--- src/rtl/alu_pkg.sv ---
// Shared ALU encodings: funct3 opcodes, the funct7 alternate-op bit, and flag bit positions.
package alu_pkg;

  localparam logic [2:0] F3_ADD  = 3'b000;  // ADD, or SUB with funct7 alternate bit set
  localparam logic [2:0] F3_SLL  = 3'b001;
  localparam logic [2:0] F3_SLT  = 3'b010;
  localparam logic [2:0] F3_SLTU = 3'b011;
  localparam logic [2:0] F3_XOR  = 3'b100;
  localparam logic [2:0] F3_SR   = 3'b101;  // SRL, or SRA with funct7 alternate bit set
  localparam logic [2:0] F3_OR   = 3'b110;
  localparam logic [2:0] F3_AND  = 3'b111;

  localparam int F7_ALT_BIT = 5;

  typedef enum logic [1:0] {
    FLAG_Z = 2'd0,
    FLAG_N = 2'd1,
    FLAG_C = 2'd2,
    FLAG_V = 2'd3
  } flag_idx_e;

endpackage

--- src/rtl/rr_arb2.sv ---
// Two-input round-robin picker; ptr names the requester that wins a tie.
module rr_arb2 (
  input  logic [1:0] req,
  input  logic       ptr,
  output logic [1:0] gnt
);

  always_comb begin
    gnt = 2'b00;
    if (req == 2'b11) gnt = ptr ? 2'b10 : 2'b01;
    else              gnt = req;
  end

endmodule

--- src/rtl/alu_issue_arb.sv ---
// Two-requester round-robin issue arbiter with a two-stage ALU issue/response pipeline.
// Optional flag capture is enabled by defining ALU_ISSUE_ARB_FLAGS_EN.
module alu_issue_arb
  import alu_pkg::*;
#(
  parameter int XLEN = 32
) (
  input  logic              clk,
  input  logic              rst,
  input  logic [1:0]        req_valid,
  output logic [1:0]        req_ready,
  input  logic [13:0]       req_funct7,
  input  logic [5:0]        req_funct3,
  input  logic [2*XLEN-1:0] req_a,
  input  logic [2*XLEN-1:0] req_b,
  output logic [6:0]        alu_funct7,
  output logic [2:0]        alu_funct3,
  output logic [XLEN-1:0]   alu_a,
  output logic [XLEN-1:0]   alu_b,
  input  logic [XLEN-1:0]   alu_result,
  input  logic [3:0]        alu_flags,
  output logic              rsp_valid,
  input  logic              rsp_ready,
  output logic              rsp_id,
  output logic [XLEN-1:0]   rsp_result,
  output logic [3:0]        rsp_flags
);

  logic            ptr_q, ptr_d;
  logic            s1_valid_q, s1_valid_d;
  logic            s1_id_q, s1_id_d;
  logic [6:0]      s1_f7_q, s1_f7_d;
  logic [2:0]      s1_f3_q, s1_f3_d;
  logic [XLEN-1:0] s1_a_q, s1_a_d;
  logic [XLEN-1:0] s1_b_q, s1_b_d;
  logic            s2_valid_q, s2_valid_d;
  logic            s2_id_q, s2_id_d;
  logic [XLEN-1:0] s2_res_q, s2_res_d;

  logic       s2_free, s1_adv, s1_free, accept, gidx;
  logic [1:0] gnt;

  rr_arb2 u_rr_arb2 (
    .req (req_valid),
    .ptr (ptr_q),
    .gnt (gnt)
  );

  assign s2_free = !s2_valid_q || rsp_ready;
  assign s1_adv  = s1_valid_q && s2_free;
  assign s1_free = !s1_valid_q || s2_free;

  // Ready is forced low while reset is held so nothing is accepted into a clearing pipe.
  assign req_ready = (rst || !s1_free) ? 2'b00 : gnt;
  assign accept    = |(req_valid & req_ready);
  assign gidx      = gnt[1];

  always_comb begin
    ptr_d      = ptr_q;
    s1_valid_d = s1_valid_q;
    s1_id_d    = s1_id_q;
    s1_f7_d    = s1_f7_q;
    s1_f3_d    = s1_f3_q;
    s1_a_d     = s1_a_q;
    s1_b_d     = s1_b_q;
    if (accept) begin
      ptr_d      = ~gidx;
      s1_valid_d = 1'b1;
      s1_id_d    = gidx;
      s1_f7_d    = req_funct7[7*gidx +: 7];
      s1_f3_d    = req_funct3[3*gidx +: 3];
      s1_a_d     = req_a[XLEN*gidx +: XLEN];
      s1_b_d     = req_b[XLEN*gidx +: XLEN];
    end else if (s1_adv) begin
      s1_valid_d = 1'b0;
    end
  end

  always_comb begin
    s2_valid_d = s2_valid_q;
    s2_id_d    = s2_id_q;
    s2_res_d   = s2_res_q;
    if (s1_adv) begin
      s2_valid_d = 1'b1;
      s2_id_d    = s1_id_q;
      s2_res_d   = alu_result;
    end else if (rsp_ready) begin
      s2_valid_d = 1'b0;
    end
  end

  always_ff @(posedge clk) begin
    if (rst) begin
      ptr_q      <= 1'b0;
      s1_valid_q <= 1'b0;
      s1_id_q    <= 1'b0;
      s1_f7_q    <= '0;
      s1_f3_q    <= '0;
      s1_a_q     <= '0;
      s1_b_q     <= '0;
      s2_valid_q <= 1'b0;
      s2_id_q    <= 1'b0;
      s2_res_q   <= '0;
    end else begin
      ptr_q      <= ptr_d;
      s1_valid_q <= s1_valid_d;
      s1_id_q    <= s1_id_d;
      s1_f7_q    <= s1_f7_d;
      s1_f3_q    <= s1_f3_d;
      s1_a_q     <= s1_a_d;
      s1_b_q     <= s1_b_d;
      s2_valid_q <= s2_valid_d;
      s2_id_q    <= s2_id_d;
      s2_res_q   <= s2_res_d;
    end
  end

`ifdef ALU_ISSUE_ARB_FLAGS_EN
  logic [3:0] s2_flags_q, s2_flags_d;

  always_comb begin
    s2_flags_d = s2_flags_q;
    if (s1_adv) s2_flags_d = alu_flags;
  end

  always_ff @(posedge clk) begin
    if (rst) s2_flags_q <= '0;
    else     s2_flags_q <= s2_flags_d;
  end

  assign rsp_flags = s2_flags_q;
`else
  logic unused_alu_flags;
  assign unused_alu_flags = ^alu_flags;
  assign rsp_flags        = 4'b0000;
`endif

  assign alu_funct7 = s1_f7_q;
  assign alu_funct3 = s1_f3_q;
  assign alu_a      = s1_a_q;
  assign alu_b      = s1_b_q;

  assign rsp_valid  = s2_valid_q;
  assign rsp_id     = s2_id_q;
  assign rsp_result = s2_res_q;

endmodule

--- config.mk ---
export PLATFORM = sky130hd
export DESIGN_NAME = alu_issue_arb
export DESIGN_NICKNAME = d
export VERILOG_FILES = /design/src/rtl/alu_pkg.sv /design/src/rtl/rr_arb2.sv /design/src/rtl/alu_issue_arb.sv
export SDC_FILE = /design/constraint.sdc
export NUM_CORES = 1
export LEC_CHECK = 0
export ABC_CLOCK_PERIOD_IN_PS = 2050
export BUFFER_PORTS_ARGS = -buffer_cell sky130_fd_sc_hd__buf_4
export CELL_PAD_IN_SITES_DETAIL_PLACEMENT = 1
export CELL_PAD_IN_SITES_GLOBAL_PLACEMENT = 1
export CORE_MARGIN = 3
export CORE_UTILIZATION = 30
export CTS_CLUSTER_DIAMETER = 80
export DETAILED_ROUTE_END_ITERATION = 10
export MAX_ROUTING_LAYER = met4
export PLACE_DENSITY_LB_ADDON = 0.1
export SLEW_MARGIN = 5
export SYNTH_ARGS = -nofsm -noshare
export SYNTH_HDL_FRONTEND = slang
export SYNTH_HIERARCHICAL = 1
export SYNTH_SLANG_ARGS = --single-unit
--- constraint.sdc ---
create_clock -name clk -period 2.05 [get_ports clk]
set_input_delay 0.205 -clock clk [delete_from_list [all_inputs] [get_ports clk]]
set_output_delay 0.205 -clock clk [all_outputs]
set_load 0.1 [all_outputs]
==> impl_results.md, run 1 <==
* Status: finished, final reports clean
* Initial antenna violation count at 0
* Crit start category: flip-flop
* Max rail drop VDD at roughly 430 µV
* TritonCTS buffer count at 9
* Slew headroom at 0.609
* Critical-path cell list: and3b_2 > buf_12 > nor3_4 > buf_8
* Clock Sinks at 111
* Critical Path Start: rsp_valid
* WL final at 19000 µm
* Crit Path Category: flip-flop to output pin
* Synth Area per Inst at between 9 and 10 µm²
* YS warnings at 6
* ANT cells at 0
* CP Capture Type: output pin
* Last element of the critical path: req_ready[1]
* Largest stage delay on the critical path at approximately 0.35 ns
* R2R Path End: alu_b[30]
* FP Rows at 46
* Core area at 0.0159 mm²
* DIE AREA at between 0.015 and 0.02 mm²
* Asr flop ratio synth at 0
* Initial Util at 0.307
* Most common cell in the synthesized netlist: dfxtp_1
* Crit Path Max Fanout at 77
* CTS tree: built
* Drt pass-1 iters at 4
* Top_reg_cell synth: dfxtp_1
* CTS clk-pin slew, worst paths at 0.07 ns
* Reg-to-reg slack, setup at 0.34 ns
* Period utilization at 0.913
* Arr. time, crit path at roughly 1.7 ns
* Vias in the first global route at ~5500
* Met2 GRT Util at 0.354
* Endpoints failing setup at 0
* Via density at between 5 and 6
* Slew @ Worst Pin at slightly below 0.6 ns
* #FFs+latches synth at roughly 110
* Fin. Hold Viols at 0
* Die Y at between 100 and 150 µm
* Max Cap Viol at 0
* Root Buffer Master: clkbuf_16
* Gate Count Post-Synth at 517
* Leakage power at roughly 3.3 nW
* Final worst slack at around 0.18 ns
* Fmax at between 500 and 600 MHz
* Synth top area share at 0.454
* Worst R2R Path Depth at 5
* Power Density at about 850 mW/mm²
* Dpl hpwl at ~13000 µm
* Post-synth EDFFs at 0
* First-pass GRT wire length at 28700 µm
* Netlist Area Pre-Place at between 0.004 and 0.005 mm²
* Largest area contributor in the netlist: dfxtp_1
* Clk Latency, worst-skew pair at roughly 0.35 ns
* Met1 Usage GRT at 0.235
* Critical path buffer and inverter count at 2
* Share of cells above drive strength 1 at 0.452
* Area growth from synthesis to layout at 56.8%
* Max-slew violations at 0
* Global-route track usage on met3 at 0.0532
* Gr busiest metal: met2
* Final Total Pwr at about 6.6 mW
* Req. time, crit path at 1.85 ns
* RSZ-0062 raised after global routing: no
* Largest cells by area after synthesis: dfxtp_1, mux2i_1, o211ai_1, o21ai_0, a21oi_1
* Hold-fix buffers, CTS at 0
* Starting DRC count in detailed routing at 250
* Hold WS at ~0.12 ns
* GRT overflow at 0
* Min cycle time layout at roughly 1.9 ns
* Final Skew at between 0.006 and 0.007 ns
* Deepest clock path buffer count at 2
* Aggregate negative setup slack at 0 ns
* Largest net degree at the start of global routing at 78
* Via count at slightly above 5000
* DRC Markers at 0
* Slowest-stage cell, CP: dfxtp_4
* CP delay by family, top: simple AND/OR/NAND/NOR gates
* R2R Path Start: ptr_q
* ANT nets after route at 0
* Routed wire length per instance at around 19 µm
* GPL Wtd Cong at between 0.7 and 0.8
* Synth top cells by count: dfxtp_1, o211ai_1, mux2i_1, o21ai_0, clkbuf_1
* CP Depth at 4
* Port Buf Inserts at approximately 300
* CTS H-tree depth at 3
* Die W at approximately 130 µm
* Seq/Total Area, Yosys at 0.454
* I/O pin total at a little over 300
* Post-place setup slack at about 0.035 ns
* Distinct cells, synth at 25
* Final Util at 0.481
* GRT Total Usage at 0.206
* Nets@finish at 967
* Hold Crit Class: input port to flip-flop
[worst reg2reg max path, delay by kind of cell, from the launching register on]
kind | cells | cell delay (ns)
compound gates | 3 | 0.60
buf+inv | 1 | 0.08
flops | 1 | 0.35
simple gates | 1 | 0.61
[registers in the layout (all words and copies together), names as in the netlist]
register	cells
alu_a	32
alu_funct3	3
s1_valid_q	1
rsp_id	1
rsp_result	32
alu_b	32
rsp_valid	1
ptr_q	1
alu_funct7	7
s1_id_q	1
[worst min-delay path by stage]
stage | startpoint | to | slack [ns] | depth (start not counted)
CTS | alu_result[31] | rsp_result[31] | 0.11 | 3
global placement | s1_id_q | rsp_id | 0.45 | 2
global route | req_b[27] | alu_b[27] | 0.12 | 3
finish | req_b[27] | alu_b[27] | 0.12 | 3
floorplan | alu_result[31] | rsp_result[31] | 0.35 | 2
detailed placement | s1_id_q | rsp_id | 0.46 | 2
[stage by stage]
stage	instances	instance area, µm²
final	999	7670
after global routing	999	7670
after CTS	994	7630
after detailed placement	976	7230
after global placement	976	7230
after floorplan	520	4940
[cells in the final DEF, fill, tap and decap left out]
cell / instances
buf_8: 1
clkbuf_1: 1
nand3_1: 33
buf_4: 303
bufinv_16: 2
inv_2: 1
nand2_1: 1
o21ai_2: 20
clkinv_2: 1
a22oi_2: 1
a21oi_1: 35
dfxtp_4: 1
nand2b_1: 1
o21ai_1: 20
a21boi_1: 1
inv_4: 1
mux2i_1: 74
clkbuf_8: 1
and3b_2: 1
o21ai_0: 69
and3_1: 1
nor2b_2: 1
conb_1: 4
clkinv_4: 1
o211ai_1: 76
or3_4: 2
buf_12: 3
dfxtp_1: 110
clkbuf_16: 10
bufbuf_16: 2
a21boi_4: 1
nor3_4: 1
inv_1: 3
[layout make-up]
cell class,count,area (µm²)
fill,1878,8270
timing repair buffer,310,2440
multi-input combinational,342,2400
sequential,111,2230
tap,216,270
clock buffer,11,243
clock inverter,5,80.1
inverter,4,15.0
[where the power goes]
part / internal [mW] / switching [mW]
Sequential: 2.31 / 0.0843
Clock: 1.11 / 0.802
Combinational: 0.634 / 1.62
[routing by layer]
| metal | vias to the layer above | part of all wire |
|---|---|---|
| li1 | 2440 | - |
| met2 | 184 | 0.51 |
| met1 | 2417 | 0.40 |
| met5 | - | 0 |
| met4 | 0 | 0.020 |
| met3 | 25 | 0.067 |
[timing repair]
item                                    CTS  global route
cloned                                    2             1
buffers inserted                          0             4
gates resized for setup                   2             3
endpoints found under the setup margin    1            35
pin swaps                                 0             1
[logic make-up (layout without fill, tap and decap cells)]
group           Yosys count  in the layout  share of synthesized area
mux                      74             74                      0.151
flops                   111            111                      0.454
buf+inv                  68            330                     0.0665
compound gates          223            223                      0.284
other cells               1              4                   0.000766
simple gates             40             41                     0.0435
Note: power is estimated with default switching activity, not from simulation.
==> run 2: changes to the inputs <==
==> constraint.sdc (replaced) <==
create_clock -name clk -period 2.05 [get_ports clk]
set_input_delay 0.1025 -clock clk [delete_from_list [all_inputs] [get_ports clk]]
set_output_delay 0.1025 -clock clk [all_outputs]
set_load 0.1 [all_outputs]
==> run 2 against run 1 <==
Non-clock buffer count fell by 3. Cell area fell by 2.0%. Global-route usage fell by 0.54 points. Clock skew rose by 0.0013 ns. Worst hold slack got worse by 0.099 ns. Clock power fell by 14%. Critical endpoint unchanged.
==> impl_results.md, run 2 (synthesized netlist as in run 1, its figures left out) <==
* Status: finished, final reports clean (unchanged)
* Area growth from synthesis to layout at 53.7% (was 56.8%)
* Hold Crit Class: input port to flip-flop (unchanged)
* Nets@finish at 963 (was 967)
* Clock Sinks at 111 (unchanged)
* Final Skew at 0.00748 ns (was 0.00620 ns)
* Starting DRC count in detailed routing at 235 (was 250)
* Global-route track usage on met3 at 0.0498 (was 0.0532)
* Post-CTS Setup Repair Bufs at 0 (unchanged)
* Max Cap Viol at 0 (unchanged)
* Arr. time, crit path at 1.68 ns (was 1.67 ns)
* Crit start category: flip-flop (unchanged)
* TritonCTS buffer count at 9 (unchanged)
* I/O pin total at 303 (unchanged)
* Req. time, crit path at 1.95 ns (was 1.85 ns)
* Slew @ Worst Pin at 0.915 ns (was 0.586 ns)
* Leakage power at 3.24 nW (was 3.33 nW)
* Hold-fix buffers, CTS at 0 (unchanged)
* Die Y at 134 µm (unchanged)
* ANT cells at 0 (unchanged)
* Root Buffer Master: clkbuf_16 (unchanged)
* ANT nets after route at 0 (unchanged)
* Clk Latency, worst-skew pair at 0.34 ns (was 0.35 ns)
* Final Util at 0.472 (was 0.481)
* Vias in the first global route at 5453 (was 5455)
* CTS clk-pin slew, worst paths at 0.07 ns (about the same)
* Via density at 5.06 (was 5.07)
* Drt pass-1 iters at 4 (unchanged)
* DRC Markers at 0 (unchanged)
* Die W at 134 µm (unchanged)
* Max rail drop VDD at 370 µV (was 426 µV)
* Met2 GRT Util at 0.350 (was 0.354)
* Slew headroom at 0.389 (was 0.609)
* Gr busiest metal: met2 (unchanged)
* Fin. Hold Viols at 0 (unchanged)
* Initial Util at 0.307 (unchanged)
* GRT Total Usage at 0.200 (was 0.206)
* Hold WS at 0.0215 ns (was 0.121 ns)
* CTS H-tree depth at 3 (unchanged)
* Met1 Usage GRT at 0.222 (was 0.235)
* Fill count at 1904 (was 1878)
* Post-CTS Resized at 0 (was 2)
* Power Density at 829 mW/mm² (was 854 mW/mm²)
* RSZ-0062 raised after global routing: no (unchanged)
* Commonest non-fill, non-tap cell in the layout: buf_4 (unchanged)
* Endpoints failing setup at 0 (unchanged)
* GRT overflow at 0 (unchanged)
* Crit Path Category: flip-flop to output pin (unchanged)
* Largest net degree at the start of global routing at 78 (unchanged)
* Core area at 0.0159 mm² (unchanged)
* Period utilization at 0.871 (was 0.913)
* CTS tree: built (unchanged)
* FP Rows at 46 (unchanged)
* Most frequent cells in the layout: buf_4, dfxtp_1, o211ai_1, mux2i_1, o21ai_0 (unchanged)
* Aggregate negative setup slack at 0 ns (unchanged)
* Max-slew violations at 0 (unchanged)
* Dpl hpwl at 13100 µm (was 12900 µm)
* Initial antenna violation count at 0 (unchanged)
* CP Capture Type: output pin (unchanged)
* Via count at 5026 (was 5066)
* WL final at 18000 µm (was 19000 µm)
* GPL Wtd Cong at 0.763 (was 0.754)
* Port Buf Inserts at 294 (unchanged)
* First-pass GRT wire length at 28200 µm (was 28700 µm)
* Crit Path Max Fanout at 77 (unchanged)
* Min cycle time layout at 1.79 ns (was 1.87 ns)
* Routed wire length per instance at 18.1 µm (was 19.0 µm)
* DIE AREA at 0.0179 mm² (unchanged)
* Share of cells above drive strength 1 at 0.447 (was 0.452)
* Fmax at 560 MHz (was 535 MHz)
* Deepest clock path buffer count at 2 (unchanged)
run 2: cell types whose count changed in the layout (fill, tap and decap cells not counted), sizes merged:
cell      previous run  this run
bufbuf               2         0
clkinv               2         1
clkinvlp             0         2
inv                  5         4
or3                  2         1
bufinv               2         0
run 2: power by group:
group	switching [mW]	internal, mW
clock	0.785	0.852
combinational	1.60	0.607
sequential	0.0808	2.31
run 2: cell type report:
class | instances | area, µm² | share of cell area
clock buffers | 12 | 246 | 0.0328
flip-flops and latches | 111 | 2230 | 0.296
multi-input cells | 341 | 2390 | 0.318
inverters | 4 | 15.0 | 0.00200
clock inverters | 3 | 20.0 | 0.00266
well taps | 216 | 270 | 0.0359
repair buffers | 307 | 2350 | 0.313
run 2: through the flow:
| step | total power, mW | setup slack, ns | cells | cell area [µm²] |
|---|---|---|---|---|
| 2_1_floorplan | 3.99 | 0.000617 | 520 | 4920 |
| 3_3_place_gp | 4.63 | 0.404 | 979 | 7250 |
| 3_5_place_dp | 4.66 | 0.305 | 979 | 7250 |
| 4_1_cts | 6.32 | 0.207 | 994 | 7520 |
| 5_1_grt | 6.49 | 0.125 | 994 | 7520 |
| 6_report | 6.23 | 0.264 | 994 | 7520 |
run 2: metal layers:
layer  vias to the layer above  share of wire
li1                       2426              -
met2                       196           0.51
met4                         0          0.028
met3                        31          0.068
met1                      2373           0.39
met5                         -              0
run 2: path summary, 6_finish.rpt:
path | slack [ns] | cells past startpoint | end | startpoint
max reg2reg | 0.31 | 6 | alu_a[27] | ptr_q
min reg2reg | 0.47 | 2 | rsp_id | s1_id_q
max | 0.26 | 4 | req_ready[1] | rsp_valid
min | 0.02 | 3 | alu_b[25] | req_b[25]
run 2: worst max-delay path: stages (launching register included):
cell and delay, ns:
dfxtp_4 0.35, and3b_2 0.25, buf_12 0.22, nor3_4 0.19, buf_4 0.31
